<file path="config.mk">
export PLATFORM = sky130hd
export DESIGN_NAME = uart_rx_flat
export DESIGN_NICKNAME = d
export VERILOG_FILES = /design/src/rtl/uart_pkg.sv /design/src/rtl/uart_rx_if.sv /design/src/rtl/uart_rx_tick.sv /design/src/rtl/uart_rx.sv /design/src/flat_wrapper.sv
export SDC_FILE = /design/constraint.sdc
export NUM_CORES = 1
export LEC_CHECK = 0
export ABC_AREA = 1
export CORE_AREA = 2 2 81 64
export DETAILED_ROUTE_END_ITERATION = 12
export DIE_AREA = 0 0 83 66
export HOLD_SLACK_MARGIN = 0.15
export SYNTH_ARGS = -nofsm -noshare
export SYNTH_HDL_FRONTEND = slang
export SYNTH_HIERARCHICAL = 1
export SYNTH_SLANG_ARGS = --single-unit
</file>
<file path="constraint.sdc">
create_clock -name clk -period 1.7 [get_ports clk]
set_input_delay 0.17 -clock clk [delete_from_list [all_inputs] [get_ports clk]]
set_output_delay 0.17 -clock clk [all_outputs]
set_load 0.01 [all_outputs]
</file>
<file path="src/rtl/uart_pkg.sv">
// Shared definitions for the UART receiver: FSM states, oversampling
// constants and the baud divider calculation.
package uart_pkg;

   typedef enum logic [2:0] {
      IDLE   = 3'd0,
      START  = 3'd1,
      DATA   = 3'd2,
      PARITY = 3'd3,
      STOP   = 3'd4,
      BREAK  = 3'd5
   } state_e;

   localparam int         OVERSAMPLE   = 16;
   localparam logic [3:0] SAMPLE_POINT = 4'd7;

   // Clocks per oversample tick, truncated.
   function automatic int calc_div(input int clk_hz, input int baud);
      return clk_hz / (baud * OVERSAMPLE);
   endfunction

endpackage

</file>
<file path="src/rtl/uart_rx_if.sv">
// Receive-side link bundle: serial line in, byte and status pulses out.
// parity_err exists only when UART_RX_PARITY_EN is defined.
interface uart_rx_if;
   logic       rx;
   logic [7:0] data;
   logic       valid;
   logic       frame_err;
   logic       busy;
`ifdef UART_RX_PARITY_EN
   logic       parity_err;
`endif

   // Receiver side.
   modport master (
      input  rx,
      output data, valid, frame_err, busy
`ifdef UART_RX_PARITY_EN
      , output parity_err
`endif
   );

   // Line driver / byte consumer side.
   modport slave (
      output rx,
      input  data, valid, frame_err, busy
`ifdef UART_RX_PARITY_EN
      , input  parity_err
`endif
   );
endinterface

</file>
<file path="src/rtl/uart_rx_tick.sv">
// Free-running oversample tick divider: one-cycle tick every DIV clocks,
// phase restarted synchronously by restart_i.
module uart_rx_tick #(
   parameter int DIV = 1
) (
   input  logic clk,
   input  logic rst,
   input  logic restart_i,
   output logic tick_o
);
   localparam int             W    = (DIV > 1) ? $clog2(DIV) : 1;
   localparam logic [W-1:0]   LAST = W'(DIV - 1);

   logic [W-1:0] cnt_q;

   // Count 0..DIV-1, restarting at zero on request.
   always_ff @(posedge clk or posedge rst) begin
      if (rst)
         cnt_q <= '0;
      else if (restart_i || cnt_q == LAST)
         cnt_q <= '0;
      else
         cnt_q <= cnt_q + W'(1);
   end

   assign tick_o = (cnt_q == LAST) && !restart_i;
endmodule

</file>
<file path="src/rtl/uart_rx.sv">
// 8-bit LSB-first UART receiver, 16x oversampled, one stop bit.
// Define UART_RX_PARITY_EN for an even-parity bit between data and stop.
module uart_rx
   import uart_pkg::*;
#(
   parameter int CLK_HZ = 50_000_000,
   parameter int BAUD   = 115200
) (
   input  logic      clk,
   input  logic      rst,
   uart_rx_if.master bus
);
   localparam int DIV = calc_div(CLK_HZ, BAUD);

   generate
      if (DIV < 1) begin : g_div_check
         $error("uart_rx: CLK_HZ too low for BAUD with 16x oversampling");
      end
   endgenerate

   logic       rx_meta_q, rx_sync_q, rx_prev_q;
   logic       fall, tick, center, restart;
   state_e     state_q, state_d;
   logic [3:0] tick_cnt_q, tick_cnt_d;
   logic [2:0] bit_cnt_q, bit_cnt_d;
   logic [7:0] shift_q, shift_d;
   logic [7:0] data_q, data_d;
   logic       valid_q, valid_d;
   logic       frame_err_q, frame_err_d;
   logic       busy_q, busy_d;
`ifdef UART_RX_PARITY_EN
   logic       par_bad_q, par_bad_d;
   logic       parity_err_q, parity_err_d;
`endif

   uart_rx_tick #(.DIV(DIV)) u_tick (
      .clk       (clk),
      .rst       (rst),
      .restart_i (restart),
      .tick_o    (tick)
   );

   // Two-flop synchronizer plus a delayed copy for edge detection; idle high.
   always_ff @(posedge clk or posedge rst) begin
      if (rst) begin
         rx_meta_q <= 1'b1;
         rx_sync_q <= 1'b1;
         rx_prev_q <= 1'b1;
      end else begin
         rx_meta_q <= bus.rx;
         rx_sync_q <= rx_meta_q;
         rx_prev_q <= rx_sync_q;
      end
   end

   assign fall   = rx_prev_q && !rx_sync_q;
   assign center = tick && (tick_cnt_q == SAMPLE_POINT);

   // Next-state logic: frame sequencing, bit sampling and status pulses.
   always_comb begin
      // NOTE: every output of this block gets a default first, so no path
      // can leave one unassigned and infer a latch.
      state_d     = state_q;
      tick_cnt_d  = tick_cnt_q;
      bit_cnt_d   = bit_cnt_q;
      shift_d     = shift_q;
      data_d      = data_q;
      valid_d     = 1'b0;
      frame_err_d = 1'b0;
      busy_d      = busy_q;
      restart     = 1'b0;
`ifdef UART_RX_PARITY_EN
      par_bad_d    = par_bad_q;
      parity_err_d = 1'b0;
`endif
      // Tick count wraps 15 -> 0, so the sample point recurs every bit.
      if (tick && state_q != IDLE && state_q != BREAK)
         tick_cnt_d = tick_cnt_q + 4'd1;

      case (state_q)
         IDLE: begin
            if (fall) begin
               state_d    = START;
               tick_cnt_d = 4'd0;
               bit_cnt_d  = 3'd0;
               restart    = 1'b1;
            end
         end
         START: begin
            if (center) begin
               if (!rx_sync_q) begin
                  state_d = DATA;
                  busy_d  = 1'b1;
               end else begin
                  state_d = IDLE;   // glitch: no outputs
               end
            end
         end
         DATA: begin
            if (center) begin
               shift_d   = {rx_sync_q, shift_q[7:1]};
               bit_cnt_d = bit_cnt_q + 3'd1;
               if (bit_cnt_q == 3'd7) begin
`ifdef UART_RX_PARITY_EN
                  state_d = PARITY;
`else
                  state_d = STOP;
`endif
               end
            end
         end
`ifdef UART_RX_PARITY_EN
         PARITY: begin
            if (center) begin
               par_bad_d = ^{shift_q, rx_sync_q};   // even parity: total ones even
               state_d   = STOP;
            end
         end
`endif
         STOP: begin
            if (center) begin
               busy_d = 1'b0;
               if (rx_sync_q) begin
                  data_d  = shift_q;
                  valid_d = 1'b1;
`ifdef UART_RX_PARITY_EN
                  parity_err_d = par_bad_q;
`endif
                  state_d = IDLE;
               end else begin
                  frame_err_d = 1'b1;
                  state_d     = BREAK;
               end
            end
         end
         BREAK: begin
            if (rx_sync_q)
               state_d = IDLE;
         end
         default: state_d = IDLE;
      endcase
   end

   // State and output registers; reset discards any partial frame.
   always_ff @(posedge clk or posedge rst) begin
      if (rst) begin
         state_q     <= IDLE;
         tick_cnt_q  <= 4'd0;
         bit_cnt_q   <= 3'd0;
         shift_q     <= 8'h00;
         data_q      <= 8'h00;
         valid_q     <= 1'b0;
         frame_err_q <= 1'b0;
         busy_q      <= 1'b0;
`ifdef UART_RX_PARITY_EN
         par_bad_q    <= 1'b0;
         parity_err_q <= 1'b0;
`endif
      end else begin
         // NOTE: non-blocking assignments so every register updates from
         // the same pre-edge values, independent of statement order.
         state_q     <= state_d;
         tick_cnt_q  <= tick_cnt_d;
         bit_cnt_q   <= bit_cnt_d;
         shift_q     <= shift_d;
         data_q      <= data_d;
         valid_q     <= valid_d;
         frame_err_q <= frame_err_d;
         busy_q      <= busy_d;
`ifdef UART_RX_PARITY_EN
         par_bad_q    <= par_bad_d;
         parity_err_q <= parity_err_d;
`endif
      end
   end

   assign bus.data      = data_q;
   assign bus.valid     = valid_q;
   assign bus.frame_err = frame_err_q;
   assign bus.busy      = busy_q;
`ifdef UART_RX_PARITY_EN
   assign bus.parity_err = parity_err_q;
`endif
endmodule
</file>
<file path="src/flat_wrapper.sv">
// flat-port wrapper written by rule: the top's interface ports become plain ports
module uart_rx_flat import uart_pkg::*;
#(
   parameter int CLK_HZ = 50_000_000,
   parameter int BAUD   = 115200
)
  (clk, rst, bus_rx, bus_data, bus_valid, bus_frame_err, bus_busy);
  uart_rx_if bus_i ();
  input  logic clk;
  input  logic rst;
  input wire logic [$bits(bus_i.rx)-1:0] bus_rx;
  output wire logic [$bits(bus_i.data)-1:0] bus_data;
  output wire logic [$bits(bus_i.valid)-1:0] bus_valid;
  output wire logic [$bits(bus_i.frame_err)-1:0] bus_frame_err;
  output wire logic [$bits(bus_i.busy)-1:0] bus_busy;
  assign bus_i.rx = bus_rx;
  assign bus_data = bus_i.data;
  assign bus_valid = bus_i.valid;
  assign bus_frame_err = bus_i.frame_err;
  assign bus_busy = bus_i.busy;
  uart_rx #(.CLK_HZ(CLK_HZ), .BAUD(BAUD)) u_core (.clk(clk), .rst(rst), .bus(bus_i));
endmodule
</file>
==> impl_results.md <==
- Grt ovf: 0
- Top-area cell type share of the netlist area: 49.2%
- Slew HR: 73.4%
- Outcome: finished clean
- Power Total: approximately 2.2 mW
- Multi-input combinational cell area: roughly 740 sq um
- EDFF count, synth: 0
- Hold wc startpoint: bus_rx
- Register area: 930 sq um
- Area contributors post-synth: dfrtp_1, nand2_1, inv_1, dfstp_2, o21ai_0
- Hold WC Path Type: in -> reg
- TritonRoute pass-1 iters: 4
- Max cap viols: 0
- Sequential share of the synthesized area: a little over half
- Vias in the first global route: 1153
- Mux contribution to synthesized area: 0%
- Syn. warnings: 6
- Compound-gate portion of the synthesized area: 8.97%
- Crit Path Class: reg -> reg
- Core ar.: 4710 sq um
- Syn Inst Count: roughly 190
- Chip height: 66 um
- Reg2Reg Depth: 11
- Die Area: 5480 sq um
- Post-synthesis cell area: between 1500 and 2000 sq um
- Final hold violations: 0
- Worst-case clock buffer depth: 2
- Antenna viol nets, final: 0
- # DRC: 0
- R2r startpoint: u_core/rx_sync_q
- Clock latency on the worst-skew pair: 290 ps
- Post-synthesis simple-gate area fraction: 24.5%
- DR vias/cell: 4.41
- Hold_ws: 282 ps
- First-pass GRT wire length: 5320 um
- Post-route cell area: 2270 sq um
- Root buf cell: clkbuf_8
- LEAKAGE: 1.14 nW
- IO buf count: 13
- Antenna Cells: 0
- Setup TNS: 0 ps
- Average wire per standard cell: around 11 um
- Share of cells above drive strength 1: 31.6%
- Synth async-reset ratio: 100%
- Final WL: 3220 um
- CP Data Required Time: 1890 ps
- Final worst path period need: 1680 ps
- Placer Congestion: 0.773
- Final Cycle Share: 99.1%
- Worst-Margin Slew: around 400 ps
- Number of CTS-inserted buffers: 5
- Final net count: between 200 and 250
- Largest family of logic cells by synthesized area: simple AND/OR/NAND/NOR gates
- Synth top cells by count: nand2_1, dfrtp_1, inv_1, nor2_1, o21ai_0
- Yosys top cell by area: dfrtp_1
- Setup crit end kind: flop
- # clock sinks: 37
- Worst Skew: 3.51 ps
- Synthesized net count: 200
- Hold Path End: u_core/rx_meta_q
- Worst vdd ir: 661 uV
- Final core occ: roughly half
- Crit start category: flop
- Cell area power density: 968 nW/um^2
- XOR/XNOR Fraction of Synth Area: 1.01%
- Post-DP HPWL: about 2200 um
- CP arrival: 1870 ps
- Total global-route track usage: 12.6%
- Netlist cell types: 20
- Final-layout fill cell count: between 400 and 500
- Rows: 22
- Vias: approximately 1300
- Initial antenna violation count: 0
- CTS clk-pin slew, worst paths: 70 ps
- Max Slew Vio Count: 0
- Syn-to-layout area delta: 31.3%
- Cells on Worst Hold Path: 1
- Post-synthesis average cell area: 9.01 sq um
- Most used DFF post-synth: dfrtp_1
- Cell Area, Placed: 2040 sq um
- FF+latch count, synth: 37
- Htree depth: 2
- Synth Area in Adders: 3.62%
- Largest net degree at the start of global routing: 33
- I/O pin count: 14
- FMAX: 594 MHz
- Initial Util: between 30% and 40%
- Final setup violation count: 0
- CTS tree: built
- Crit Path Max Fanout: 8
- RSZ-0062 raised after global routing: true
- Chip Width: 83 um
- Starting DRT DRC Count: approximately 90
- R2R Path End: u_core/bus.data[0]
- Flop-to-flop setup slack: 20 ps
- Top-count cell post-synth: nand2_1
## registers in the layout, indices dropped and copies added (netlist names)
| signal | cells |
|---|---|
| u_core/bit_cnt_q | 3 |
| u_core/bus.busy | 1 |
| u_core/bus.data | 8 |
| u_core/bus.frame_err | 1 |
| u_core/bus.valid | 1 |
| u_core/rx_meta_q | 1 |
| u_core/rx_prev_q | 1 |
| u_core/rx_sync_q | 1 |
| u_core/shift_q | 8 |
| u_core/state_q | 3 |
| u_core/tick_cnt_q | 4 |
| u_core/u_tick/cnt_q | 5 |
## how the worst max path moves through the flow
stage / cells past startpoint / startpoint / end / slack (ps)
after global placement: 13 / u_core/u_tick/cnt_q[0] / u_core/bus.data[3] / 20
final: 11 / u_core/rx_sync_q / u_core/bus.data[0] / 20
after detailed placement: 13 / u_core/u_tick/cnt_q[0] / u_core/bus.data[4] / -5
after global routing: 13 / u_core/u_tick/cnt_q[0] / u_core/bus.data[0] / -90
after CTS: 13 / u_core/u_tick/cnt_q[0] / u_core/bus.data[5] / 8
after floorplan: 13 / u_core/rx_sync_q / u_core/bus.data[1] / -60
## cells by family (layout without fill, tap and decap cells)
logic type                 Yosys count  in the layout
adders and majority gates            5              5
DFF                                 37             37
xor gates and xnor gates             2              2
and+or+nand+nor                     90             92
AOI/OAI and AO/OA                   25             25
buffers and inverters               33             73
## critical path, cell delays in order (launching register included)
cell and delay (ps):
dfstp_2 540, inv_2 30, nand2_2 100, nor2_4 50, nor2_4 110, inv_2 50
nor2_4 100, nand2_4 80, nor2_4 220, nand2_4 150, nand2_1 90, nand2_1 40
## metal layers
layer / track usage [%] / part of all wire [%] / up-vias
met2: 16.3 / 41 / 22
met4: 7.38 / 2.0 / 0
li1: - / - / 683
met5: 0 / 0 / -
met1: 18.6 / 53 / 588
met3: 3.37 / 3.2 / 5
## layout make-up
class	instances	area share (%)
Sequential cell	37	40.9
Timing Repair Buffer	35	13.9
Multi-Input combinational cell	124	32.6
Clock inverter	2	0.606
Clock buffer	6	3.64
Tap cell	60	3.31
Inverter	30	4.96
## cell usage in the layout, fill, tap and decap left out, drive strengths merged
cell           netlist  layout
a21oi                3       3
xnor2                2       2
clkbuf               1       6
inv                 30      30
nor3                 1       1
clkinv               0       2
dlygate4sd3          0       1
clkdlybuf4s50        0      13
dfrtp               34      34
nand3               14      14
buf                  2      21
nand4                2       2
dfstp                3       3
nand2               51      52
o21ai               22      22
ha                   5       5
nor2                22      23
## through the flow
stage                     std cells  setup slack (ps)
final                           294              16.1
after global routing            294             -94.6
after CTS                       287              8.14
after detailed placement        277             -5.33
after global placement          277              15.2
after floorplan                 192             -58.1
## where the power goes
part | internal [mW] | switching, mW | leakage [nW] | total (mW)
Combinational | 0.242 | 0.302 | 0.587 | 0.544
Clock | 0.328 | 0.310 | 0.0512 | 0.639
Sequential | 0.962 | 0.0537 | 0.498 | 1.02
Total | 1.53 | 0.666 | 1.14 | 2.20
## timing repair
action                                  in CTS  in global routing
endpoints found under the setup margin      11                 21
pin swaps                                    2                 10
buffers inserted                             0                  5
hold endpoints to repair                     5                  0
cloned                                       1                  2
resized for setup                            2                 23
hold buffers                                 1                  0
Power figures use the tool's default switching activity.
==> variant (same flow settings) <==
The 6 states of `state_e` get a one-hot encoding in 6 bits.
--- a/src/rtl/uart_pkg.sv
+++ b/src/rtl/uart_pkg.sv
@@ -2,13 +2,13 @@
 // constants and the baud divider calculation.
 package uart_pkg;
 
-   typedef enum logic [2:0] {
-      IDLE   = 3'd0,
-      START  = 3'd1,
-      DATA   = 3'd2,
-      PARITY = 3'd3,
-      STOP   = 3'd4,
-      BREAK  = 3'd5
+   typedef enum logic [5:0] {
+      IDLE   = 6'b000001,
+      START  = 6'b000010,
+      DATA   = 6'b000100,
+      PARITY = 6'b001000,
+      STOP   = 6'b010000,
+      BREAK  = 6'b100000
    } state_e;
 
    localparam int         OVERSAMPLE   = 16;
Function: same outputs for any inputs over 10 cycles, from zero or initial values and one cycle with rst high; not proved beyond that.
==> variant against the unedited design <==
Design area increased by 9.0%; area after synthesis increased by 12%; setup slack got worse by 0.0026 ns; first-iteration DRC count decreased by 16%; clock power increased by 5.3%; sequential cell count increased by 2; global-route usage increased by 1.2 points; core utilization increased by 4.3 points; sequential power increased by 16%; routed wire length increased by 6.7%; sequential share of layout area decreased by 1.3 points; power increased by 33%.
==> variant: results (changes against the unedited design) <==
| Metric | Value |
|---|---|
| Minimum clock period | 1.69 ns (+0.00258 ns) |
| Leakage Power | 1.17 nW (+2.7%) |
| Met3 wire length | 94 um (-9.6%) |
| Detailed Place HPWL | 2.37 mm (+10%) |
| Layout Skew | 0.00266 ns (-0.000850 ns) |
| Depth of the most critical reg-to-reg path | 12 (+1) |
| Post-synth top area share | 45.1% (-4.1 points) |
| Yosys cell types | 25 (+25%) |
| Sequential-to-total area share from yosys stat | 50.5% (-3.2 points) |
| Clock transition at path regs | 0.07 ns (about the same) |
| Remaining antenna violation count | 0 (unchanged) |
| Slew headroom | 71.2% (-2.2 points) |
| CP max stage delay | 0.38 ns (-0.16 ns) |
| Syn nets | 219 (+9.5%) |
| Pint | 1.87 mW (+22%) |
| Total Routed Length | 3.44 mm (+6.7%) |
| Synth top area cells | dfrtp_1 45%, nand2_1 9.9%, o21ai_2 7.7%, dfstp_2 5.4%, inv_1 5.0% |
| Setup crit end | u_core/bus.data[5] |
| Root Buffer | clkbuf_8 |
| Worst Path Arrival | 1.85 ns (-0.02 ns) |
| M1 WL | 1.88 mm (+9.4%) |
| Initial DRC count | 74 (-16%) |
| Worst vdd ir | 0.694 mV (+5.0%) |
| Proportion of layout cells with a drive suffix above 1 | 36.7% (+5.1 points) |
| Status | finished, final reports clean |
| Post-DP Area | 2220 sq um (+9.0%) |
| GPL Wtd Cong | 0.852 (+10%) |
| Initial antenna violation count | 0 (unchanged) |
| Metal2 WL | 1.44 mm (+8.4%) |
| First-pass GRT wire length | 6.07 mm (+14%) |
| Top post-synthesis cells by count | 51 x nand2_1, 35 x dfrtp_1, 26 x inv_1 |
| Critical Path Slowest Stage Cell | dfrtp_1 |
| Post-place setup slack | 0.0204 ns (+0.0258 ns) |
| Vias | 1401 (+7.9%) |
| Pin count of the biggest net entering global routing | 35 (+6.1%) |
| Gr usage total | 13.8% (+1.2 points) |
| Final nets | 252 (+4.6%) |
| Worst flop-to-flop path startpoint | u_core/u_tick/cnt_q[0] |
## variant: cell types whose count changed after synthesis, sizes merged
cell,unedited run,this run
xnor2,2,1
nand4,2,7
nand3,14,16
dfrtp,34,35
nor2,22,23
clkbuf,1,0
a21oi,3,2
clkinv,0,1
dfstp,3,4
nand2,51,59
o21ai,22,25
## variant: stage by stage
step / hold slack (ns) / power, mW / instances / TNS [ns]
6_report: 0.298 / 2.92 / 305 / 0
5_1_grt: 0.284 / 3.14 / 305 / -1.17
4_1_cts: 0.286 / 2.83 / 300 / 0
3_5_place_dp: 0.349 / 2.14 / 291 / 0
3_3_place_gp: 0.346 / 2.14 / 291 / 0
2_1_floorplan: -0.0515 / 1.85 / 211 / 0
## variant: area by class of cell
type	count	area, sq um
inverter	31	121
fill	424	2230
tap	60	75.1
timing repair buffer	28	275
sequential	39	981
multi-input combinational	139	922
clock buffer	8	100
## variant: routing by layer
metal	vias to the layer above	global-route usage [%]
met5	-	0
met4	0	3.69
met3	2	4.00
met2	12	20.4
met1	651	19.9
li1	736	-
## variant: logic make-up (layout without fill, tap and decap cells)
logic type               count (synthesis)  count (layout)  share of synthesized area, %
AO/OA/AOI/OAI                           27              27                          10.3
flip-flops                              39              39                          50.5
buffers and inverters                   33              67                          7.22
adder cells (fa/ha/maj)                  5               5                          3.22
XOR/XNOR                                 1               1                         0.451
AND/OR/NAND/NOR                        106             106                          28.3
## variant: worst register-to-register path, cell delays in order, from the launching register on
cell and delay (ns):
dfrtp_1 0.38, inv_1 0.06, ha_2 0.17, nand2_2 0.05, inv_2 0.06, nand2_4 0.05
nor2_4 0.13, nand4_4 0.16, clkinv_4 0.13, nand3_4 0.11, buf_12 0.17, nand2_4 0.05
o21ai_2 0.05
## variant: repair_timing
item / in CTS / in global routing
resized for setup: 0 / 26
pin swaps: 1 / 6
endpoints found under the hold margin: 5 / 0
gates cloned: 0 / 1
endpoints found under the setup margin: 1 / 23
buffers inserted: 0 / 4
hold buffers: 1 / 0
## variant: power groups by stage
stage / combinational, mW / sequential (mW) / clock [mW]
after detailed placement: 0.951 / 1.19 / 0
after floorplan: 0.653 / 1.20 / 0
after CTS: 0.955 / 1.17 / 0.706
final: 1.07 / 1.18 / 0.673
after global placement: 0.952 / 1.19 / 0
after global routing: 1.20 / 1.21 / 0.739
